**src/rtl/mult_datapath.sv**
```systemverilog
// -----------------------------------------------------------------------------
// mult_datapath
//   Datapath of the shift-and-add multiplier. The control FSM drives the
//   load/ad/sh strobes; this block returns m (current multiplier LSB) and k
//   (last-bit flag).
//   It holds a (2N+1)-bit accumulator/multiplier register ACC, the multiplicand
//   register MC and a bit counter, and exposes the 2N-bit product.
//
//   Handshake: there is no valid/ready pair. Strobes act on the posedge where
//   they are high. The priority order is rst > load > {ad, sh}. When ad and sh
//   are both high, the add happens first and then the sum is shifted.
//
//   Optional macro PROD_REG_EN:
//     undefined - product is ACC[2N-1:0] (combinational) and prod_valid is 0.
//     defined   - product is a register. It loads on the final shift
//                 (sh=1 and k=1), and prod_valid pulses for one cycle after
//                 that load.
// -----------------------------------------------------------------------------
module mult_datapath #(
    parameter int N = 4
) (
    input  logic             clk,
    input  logic             rst,
    input  logic             load,
    input  logic             ad,
    input  logic             sh,
    input  logic [N-1:0]     mcand,
    input  logic [N-1:0]     mplier,
    output logic             m,
    output logic             k,
    output logic [2*N-1:0]   product,
    output logic             prod_valid
);

    localparam int CW = $clog2(N);
    localparam logic [CW-1:0] CNT_LAST = CW'(N - 1);

    logic [2*N:0]   acc;
    logic [2*N:0]   acc_next;
    logic [N-1:0]   mc;
    logic [CW-1:0]  cnt;
    logic [CW-1:0]  cnt_next;
    logic [N:0]     sum;

    // Upper half plus multiplicand. The (N+1)-bit result keeps the carry,
    // which becomes ACC[2N].
    assign sum = {1'b0, acc[2*N-1:N]} + {1'b0, mc};

    // Next accumulator and counter values. load wins over ad/sh; with no
    // strobe active, everything holds.
    always_comb begin
        acc_next = acc;
        cnt_next = cnt;
        if (load) begin
            acc_next = {{(N+1){1'b0}}, mplier};
            cnt_next = '0;
        end else begin
            case ({ad, sh})
                2'b10:   acc_next = {sum, acc[N-1:0]};
                2'b01:   acc_next = {1'b0, acc[2*N:1]};
                2'b11:   acc_next = {1'b0, sum, acc[N-1:1]};
                default: acc_next = acc;
            endcase
            if (sh) begin
                cnt_next = (cnt == CNT_LAST) ? '0 : cnt + CW'(1);
            end
        end
    end

    // Accumulator, multiplicand and counter registers, with synchronous reset.
    always_ff @(posedge clk) begin
        if (rst) begin
            acc <= '0;
            mc  <= '0;
            cnt <= '0;
        end else begin
            acc <= acc_next;
            cnt <= cnt_next;
            if (load) begin
                mc <= mcand;
            end
        end
    end

    // Status bits the control FSM uses to decide add and when to stop.
    assign m = acc[0];
    assign k = (cnt == CNT_LAST);

`ifdef PROD_REG_EN
    logic [2*N-1:0] prod_q;
    logic           pv_q;
    logic           capture;

    // The final shift of an operation. A simultaneous load cancels the shift.
    assign capture = sh & k & ~load;

    // Product register: takes the post-shift ACC on the final shift, and holds
    // across loads.
    always_ff @(posedge clk) begin
        if (rst) begin
            prod_q <= '0;
            pv_q   <= 1'b0;
        end else begin
            pv_q <= capture;
            if (capture) begin
                prod_q <= acc_next[2*N-1:0];
            end
        end
    end

    assign product    = prod_q;
    assign prod_valid = pv_q;
`else
    assign product    = acc[2*N-1:0];
    assign prod_valid = 1'b0;
`endif

endmodule

```
**config.mk**
```make
export PLATFORM = sky130hd
export DESIGN_NAME = mult_datapath
export DESIGN_NICKNAME = d
export VERILOG_FILES = /design/src/rtl/mult_datapath.sv
export SDC_FILE = /design/constraint.sdc
export NUM_CORES = 1
export LEC_CHECK = 0
export ABC_AREA = 1
export CORE_MARGIN = 1.5
export CORE_UTILIZATION = 40
export CTS_CLUSTER_SIZE = 16
export DETAILED_ROUTE_END_ITERATION = 10
export PLACE_DENSITY_LB_ADDON = 0.1
export SKIP_LAST_GASP = 1
export SYNTH_ARGS = -nofsm -noshare
export SYNTH_HDL_FRONTEND = slang
export SYNTH_SLANG_ARGS = --single-unit
```
**constraint.sdc**
```tcl
create_clock -name clk -period 1.5 [get_ports clk]
set_input_delay 0.3 -clock clk [delete_from_list [all_inputs] [get_ports clk]]
set_output_delay 0.3 -clock clk [all_outputs]
set_load 0.005 [all_outputs]
```
==> results of run 1 <==
## flip-flops by register name, summed over array words and instances (netlist names)
name / flops
acc: 9
cnt: 2
mc: 4
## how the worst max path moves through the flow
stage                           to  depth (start not counted)
3_5_place_dp   acc[3]$_SDFFE_PP0P_                          7
5_1_grt        acc[7]$_SDFFE_PP0P_                          8
4_1_cts                 product[5]                          1
2_1_floorplan  acc[7]$_SDFFE_PP0P_                          8
3_3_place_gp   acc[3]$_SDFFE_PP0P_                          7
6_report                product[6]                          1
## cells by family after synthesis
family | count (synthesis)
flip-flops | 15
adder cells (fa/ha/maj) | 6
buffers and inverters | 24
other | 1
AO/OA/AOI/OAI | 28
AND/OR/NAND/NOR | 48
## through the flow
step	instance area, µm²	util, %	hold slack (ns)	total power [mW]
after global routing	1240	60.72	0.5210	0.9309
after detailed placement	1154	56.50	0.4680	0.6341
after floorplan	895.9	-	0.3691	0.5491
after CTS	1199	58.70	0.4817	0.8753
after global placement	1154	56.50	0.4641	0.6325
final	1240	60.72	0.4773	0.8715
## worst register-to-register path: stages (launching register included)
cell,delay [ns]
sky130_fd_sc_hd__dfxtp_2,0.35
sky130_fd_sc_hd__ha_4,0.16
sky130_fd_sc_hd__fa_2,0.39
sky130_fd_sc_hd__nand2_2,0.07
sky130_fd_sc_hd__nand2_1,0.05
sky130_fd_sc_hd__nand2_1,0.06
sky130_fd_sc_hd__nand2_1,0.07
sky130_fd_sc_hd__a21oi_2,0.11
sky130_fd_sc_hd__a21oi_1,0.06
## power breakdown
| part | switching [mW] | internal (mW) | total [mW] |
|---|---|---|---|
| registers | 0.0148 | 0.419 | 0.434 |
| logic | 0.0916 | 0.110 | 0.202 |
| clock network | 0.133 | 0.103 | 0.236 |
| total | 0.239 | 0.632 | 0.871 |
## what timing repair did
| action | in CTS | in global routing |
|---|---|---|
| setup buffers | 1 | 2 |
| pin swaps | 0 | 1 |
| gates resized for setup | 10 | 8 |
| setup endpoints to repair | 5 | 7 |
## per-layer routing
metal,GRT usage [%],vias to the layer above,part of all wire (%)
met1,21.26,376,49
met4,7.658,0,0.78
met5,0,-,0
met2,29.17,20,46
li1,-,448,-
met3,3.571,2,4.3
## cells in the final DEF (no fill, tap or decap), drive strengths merged
cell           count
nand2             32
clkdlybuf4s50     20
buf               15
dfxtp             15
o21ai             14
inv               13
a21oi             10
nor2               8
nand3              5
ha                 5
clkbuf             4
a31oi              2
dlygate4sd2        2
nor3               2
nor3b              1
o22ai              1
a32o               1
fa                 1
conb               1
## cell type report
cell class                      count  area, µm²  area share [%]
Multi-Input combinational cell     83      488.0           39.35
Timing Repair Buffer               37      330.3           26.64
Clock buffer                        4      26.28           2.119
Sequential cell                    15      312.8           25.23
Inverter                           13      48.80           3.935
Tap cell                           27      33.78           2.725
==> results.txt, run 1 <==
In the post-synthesis netlist, the cell with the most instances is sky130_fd_sc_hd__nand2_1. The proportion of synthesized chip area in sequential cells is 33.52%, and the final setup violation count is 0. The root buffer cell chosen for the clock tree is sky130_fd_sc_hd__clkbuf_4.

The synthesized netlist devotes 9.218% of its cell area to adder and majority cells. The fmax is 687.2 MHz. For the worst setup path, the data arrival time is 1.16 ns. For this design the static power due to leakage is 0.5491 nW. The area share of the largest cell type after synthesis is 33.52%, and the number of global-route vias before repair is 832.

The critical path goes through clkdlybuf4s50_1. The multiplexer fraction of the synthesized cell area is 0%, and the clock insertion delay at the later pin of the skew report is 0.28 ns. The ratio of routed vias to standard cells is 4.726.

The ratio of final minimum period to clock period is 97.02%. The commonest register cell after synthesis is sky130_fd_sc_hd__dfxtp_1. The row count is 16, and the cell count after synthesis is 122. Between clock sinks in the finished design, the worst skew comes to 0.001280 ns. In this run the register-to-register setup slack is 0.06 ns. TritonCTS built the clock tree. For the final max-slew violation count, the log shows 0.

The run gives 3 as the CTS buffer count. The endpoint identified for the worst register-to-register timing path is acc[7]$_SDFFE_PP0P_. Prior to clock tree synthesis, the placed netlist has a worst setup slack of -0.02674 ns. In this run, placement finished with an instance count of 172.

The worst path meets setup with 0.04477 ns of slack. In this run the worst path has a maximum fanout of 4. Setup repair after global routing could not meet its margin everywhere.

For the vias after detailed routing, the log shows 846. IR analysis of the VDD net gives a maximum drop of 0.0005534 V. The floorplan step defined a core boundary enclosing 2042 µm². The die height works out to 50.33 µm. The final hold violation count is 0. The worst hold path terminates at mc[3]$_SDFFE_PP0P_. The mapped netlist covers 895.9 µm². The number of instances on the worst hold path came out at 2. The worst register-to-register path has a depth of 8.

The synthesized design contains 0 enable-type register cells. The sum of buffers and inverters on the critical path came out at 1. The biggest area contributor in the post-synthesis netlist is sky130_fd_sc_hd__dfxtp_1.

Global routing used 17.35% of the available tracks. The combinational family with the most area after synthesis is simple AND/OR/NAND/NOR gates. The filler-free cell count of the finished design came out at 179.

The routed design could run at a clock period as short as 1.455 ns. In this run the horizontal extent of the chip is 50.33 µm. The synthesized netlist devotes 18.58% of its cell area to compound gates. The run gives 0 as the number of antenna violations at the first check in global routing. The logs give 0 for the max-cap check violation count and 2533 µm² for the area of the die. The synthesized netlist devotes 0% of its cell area to XOR and XNOR gates. Yosys attributes the largest share of cell area to sky130_fd_sc_hd__dfxtp_1 (34%), sky130_fd_sc_hd__nand2_1 (13%), sky130_fd_sc_hd__buf_4 (8.4%). The logs give 1 for the total number of H-tree levels and 207 for the number of filler instances in the final layout.

When the netlist entered floorplanning its net count stood at 141. After synthesis, the share of flip-flops with an asynchronous set or reset is 0%. On the critical path, the stage with the largest delay is an instance of sky130_fd_sc_hd__clkdlybuf4s50_1. At the end of routability-driven placement, the weighted congestion stood at 0.8019. In this run the power density over the cells is 702.8 nW/µm². In this run the most critical hold path is launched from mc[3]$_SDFFE_PP0P_. Entering global routing, the biggest net connects 11 pins.

The tools report the nature of the critical path endpoint as a primary output. On the worst path, the slowest cell contributes a delay of 0.50 ns. The top cell family by delay on the critical path was buffers and inverters. The tools report the origin of the worst setup path as acc[6]$_SDFFE_PP0P_. The type of origin of the critical path was a flip-flop. The critical path required time was 1.20 ns. The average wire per cell in the routed design was 10.68 µm. For this run, design rule violations remaining after detail routing come to 0.

The run gives 0 as the post-route antenna net violation count. The number of flip-flops and latches in the synthesized netlist was 15. During synthesis, Yosys emitted a total of 0 warnings. Port buffering added 22 buffers. The run gives 1911 µm as the wire length reported by the detailed router.

The logs give 0 for the number of diodes added for antenna fixing and 1491 µm for the final HPWL from detailed placement. The first routing iteration left 15 violations. After clock tree synthesis, the clock-pin slew on the worst setup and hold paths is 0.09 ns. The critical path is of the reg -> out type. The starting utilization of the core area is 43.87%.

The worst min-delay path class was reg -> reg. The run finished with clean final reports. For this design the top-level I/O count stands at 24. The maximum root-to-sink buffer count was 2.

By count the netlist is led by sky130_fd_sc_hd__nand2_1 (31), sky130_fd_sc_hd__dfxtp_1 (15), sky130_fd_sc_hd__buf_4 (10), sky130_fd_sc_hd__inv_1 (10), sky130_fd_sc_hd__a21oi_1 (9). The area growth from synthesis to final layout came out at 38.41%. The first global-routing pass estimated 3381 µm of wire.

After clock tree synthesis, the flow added hold-fix buffers numbering 0. The logs give 4 for the first-pass iteration count of the detailed router and 23 for the number of unique standard cell types used by synthesis. Dividing the synthesized area by the synthesized cell count gives 7.343 µm².

Net count of the finished layout: 172. Summed over all layers, the global routing overflow is 0. Summed over all failing endpoints, the final setup total negative slack is 0 ns. Launching point of the worst reg2reg path: mc[0]$_SDFFE_PP0P_. After Yosys synthesis, and, or, nand and nor cells account for 23.18% of the synthesized area.

The share of layout cells above drive strength 1 was 26.97%. The tools report the clock sink count as 15.
Note: power is estimated with default switching activity, not from simulation.
==> inputs of run 2 (changes only) <==
- CORE_MARGIN: 1.5 -> unset
- TNS_END_PERCENT: unset -> 30
==> run 2 against run 1 <==
Against the previous run:
- register-to-register slack about the same
- critical path depth unchanged
- clock power about the same
- power is essentially flat
- clock skew is 0.0044 ns higher
- global-route usage grew 0.65 points
- count of clock-buffer cells in the layout is the same
==> results.txt, run 2 (synthesis gave the netlist of run 1 again) <==
Net count of the finished layout: 170 (-1.2%). The register-to-register path setup slack was 0.06 ns (about the same); the number of buffers inserted by hold repair at cts was 0 (unchanged). The top cell types in the final layout, fill and taps aside, are sky130_fd_sc_hd__nand2_1 (29), sky130_fd_sc_hd__clkdlybuf4s50_1 (20), sky130_fd_sc_hd__buf_4 (13), sky130_fd_sc_hd__inv_1 (10), sky130_fd_sc_hd__dfxtp_1 (9). For the total placed instance area, the log shows 1154 µm² (unchanged). The die height works out to 49.33 µm (-2.0%). The worst-case setup margin in the final layout came out at 0.01098 ns (-0.03380 ns).

The delay of the slowest cell on the worst path is 0.52 ns (+0.02 ns), and the wire length reported by the detailed router is 2012 µm (+5.3%). The ratio of routed vias to standard cells was 4.740 (+0.29%). The leftover overflow at the end of global routing is 0 (unchanged).

The sum of buffers and inverters on the critical path is 1 (unchanged). Clock sink count: 15 (unchanged). The final period demand of the worst path works out to 1.489 ns (+0.03380 ns).

The max-cap check violation count is 0 (unchanged), and the vias after detailed routing is 839 (-0.83%). The tools report the final hold violation count as 0 (unchanged). Launching point of the worst reg2reg path: mc[0]$_SDFFE_PP0P_. For the final max-slew violation count, the log shows 0 (unchanged). The ratio of final minimum period to clock period is 99.27% (+2.3 points), and the number of instances on the worst hold path is 2 (unchanged). For the first-pass iteration count of the detailed router, the log shows 4 (unchanged).

The wire length of the first global-routing pass is 3360 µm (-0.62%). The worst hold path terminates at mc[2]$_SDFFE_PP0P_. The signal on the critical path passes through clkdlybuf4s50_1.

The logs give 43.87% (unchanged) for the starting utilization of the core area and 23.0% (about the same) for the combinational fraction of design power. The switching part of the total power is 27.56% (+0.088 points), and the final worst clock skew is 0.005649 ns (+0.004369 ns). The area of the die was 2433 µm² (-3.9%). The tree is rooted in a sky130_fd_sc_hd__clkbuf_4.

The run gives 0.7966 (-0.66%) as the final weighted congestion in routability-driven placement. Core area: 2042 µm² (unchanged). The maximum root-to-sink buffer count was 2 (unchanged). The worst register-to-register path ends at acc[6]$_SDFFE_PP0P_. Number of cells on the worst reg-to-reg path: 8 (unchanged). Setup repair after global routing could not meet its margin everywhere. The I/O pin count was 24 (unchanged); the share of layout cells above drive strength 1 was 25.33% (-1.6 points). Average wire per cell in the routed design: 11.37 µm (+6.5%). The pin count of the biggest net entering global routing was 11 (unchanged); the part of the power in registers was 50.1% (+0.3 points).

The run gives 16 (unchanged) as the row count. The storage element area is 307.8 µm² (-1.6%). The cell with the biggest individual delay on the critical path is sky130_fd_sc_hd__clkdlybuf4s50_1.

The internal power is 631.1 µW (-0.15%). The clock insertion delay at the later pin of the skew report is 0.28 ns (about the same), and the power per unit of standard cell area is 710.5 nW/µm² (+1.1%). Largest register by flop count: acc. The total number of H-tree levels was 1 (unchanged); the leakage power was 0.5503 nW (+0.21%). The iteration-0 DRC count of the detailed router came out at 15 (unchanged). The number of port buffers is 22 (unchanged), and the total global routing track utilization is 17.99% (+0.65 points). The number of antenna violations at the first check in global routing is 0 (unchanged), and the number of filler instances in the final layout is 202 (-2.4%). The clock network fraction of total power was 26.9% (-0.2 points); the total DRC errors in the routed layout was 0 (unchanged). The switching power total was 240.1 µW (+0.29%). The worst hold path belongs to the class reg -> reg.

The setup path with the least slack is of type reg -> out. For the final cell area excluding filler cells, the log shows 1226 µm² (-1.1%). TritonCTS built the clock tree. The tools report the nature of the critical path endpoint as a primary output.

Number of flip-flops under the largest register name: 9 (unchanged). In this run the most critical hold path is launched from mc[2]$_SDFFE_PP0P_. The worst setup path is launched from a flip-flop. The peak fanout along the critical path was 4 (unchanged). The cell family contributing the most delay on the critical path is buffers and inverters.

For the critical path required time, the log shows 1.20 ns (about the same). The fmax is 671.6 MHz (-2.3%). The library cell used most frequently in the layout, excluding fill and tap cells, is sky130_fd_sc_hd__nand2_1.

Data arrival at the endpoint of the critical path: 1.19 ns (+0.03 ns). The number of diodes added for antenna fixing was 0 (unchanged). Area growth from synthesis to final layout: 36.87%. CTS clock-pin slew for the worst setup and hold paths: 0.10 ns (about the same).

The number of global-route vias before repair is 806 (-3.1%). The footprint of the multi-input gates is 490.5 µm² (+0.51%), and the peak supply drop is 0.0003540 V (-36%). The post-route antenna net violation count came out at 0 (unchanged).

The overall power is 871.2 µW (about the same), and the width of the die is 49.33 µm (-2.0%). The setup slack after placement is -0.06859 ns (-0.04185 ns), and the final-layout worst hold slack is 0.4814 ns (+0.004095 ns). The run finished with clean final reports. In the final layout, the registers with the most flip-flops are acc (9), mc (4), cnt (2). The CTS buffer count came out at 3 (unchanged). The final HPWL from detailed placement was 1547 µm (+3.7%); the final setup violation count was 0 (unchanged).
run 2: area by class of cell:
cell class                      count  area share (%)
Clock buffer                        4           2.143
Inverter                           13           3.980
Multi-Input combinational cell     83           40.00
Sequential cell                    15           25.10
Tap cell                           27           2.755
Timing Repair Buffer               35           26.02
run 2: how the worst max path moves through the flow:
| stage | start | to | slack (ns) | cells past startpoint |
|---|---|---|---|---|
| final | acc[7]$_SDFFE_PP0P_ | product[7] | 0.01 | 1 |
| after global routing | acc[7]$_SDFFE_PP0P_ | product[7] | -0.05 | 1 |
| after floorplan | acc[4]$_SDFFE_PP0P_ | acc[7]$_SDFFE_PP0P_ | 0.08 | 8 |
| after global placement | sh | acc[3]$_SDFFE_PP0P_ | -0.02 | 7 |
| after CTS | acc[5]$_SDFFE_PP0P_ | product[5] | -0.09 | 1 |
| after detailed placement | load | acc[8]$_SDFFE_PP0P_ | -0.07 | 4 |
run 2: power groups by stage:
stage          clock [mW]  combinational, mW  sequential (mW)
2_1_floorplan           0              0.110            0.439
4_1_cts             0.242              0.196            0.434
5_1_grt             0.264              0.225            0.440
3_5_place_dp            0              0.193            0.443
3_3_place_gp            0              0.189            0.443
6_report            0.235              0.200            0.436
run 2: repair_timing:
item / in CTS / in global routing
setup buffers: 1 / 0
gates resized for setup: 4 / 12
endpoints found under the setup margin: 4 / 10
pin swaps: 0 / 3
run 2: per-layer routing:
metal / part of all wire, % / GRT usage (%)
met5: 0 / 0
met1: 48 / 22.87
met2: 48 / 30.59
met4: 0 / 4.412
met3: 4.1 / 3.738
run 2: through the flow:
step / std cells / util [%] / setup TNS (ns)
2_1_floorplan: 122 / - / 0
3_3_place_gp: 172 / 56.50 / -0.02018
3_5_place_dp: 172 / 56.50 / -0.2410
4_1_cts: 177 / 58.33 / -0.1668
5_1_grt: 177 / 60.05 / -0.2294
6_report: 177 / 60.05 / 0
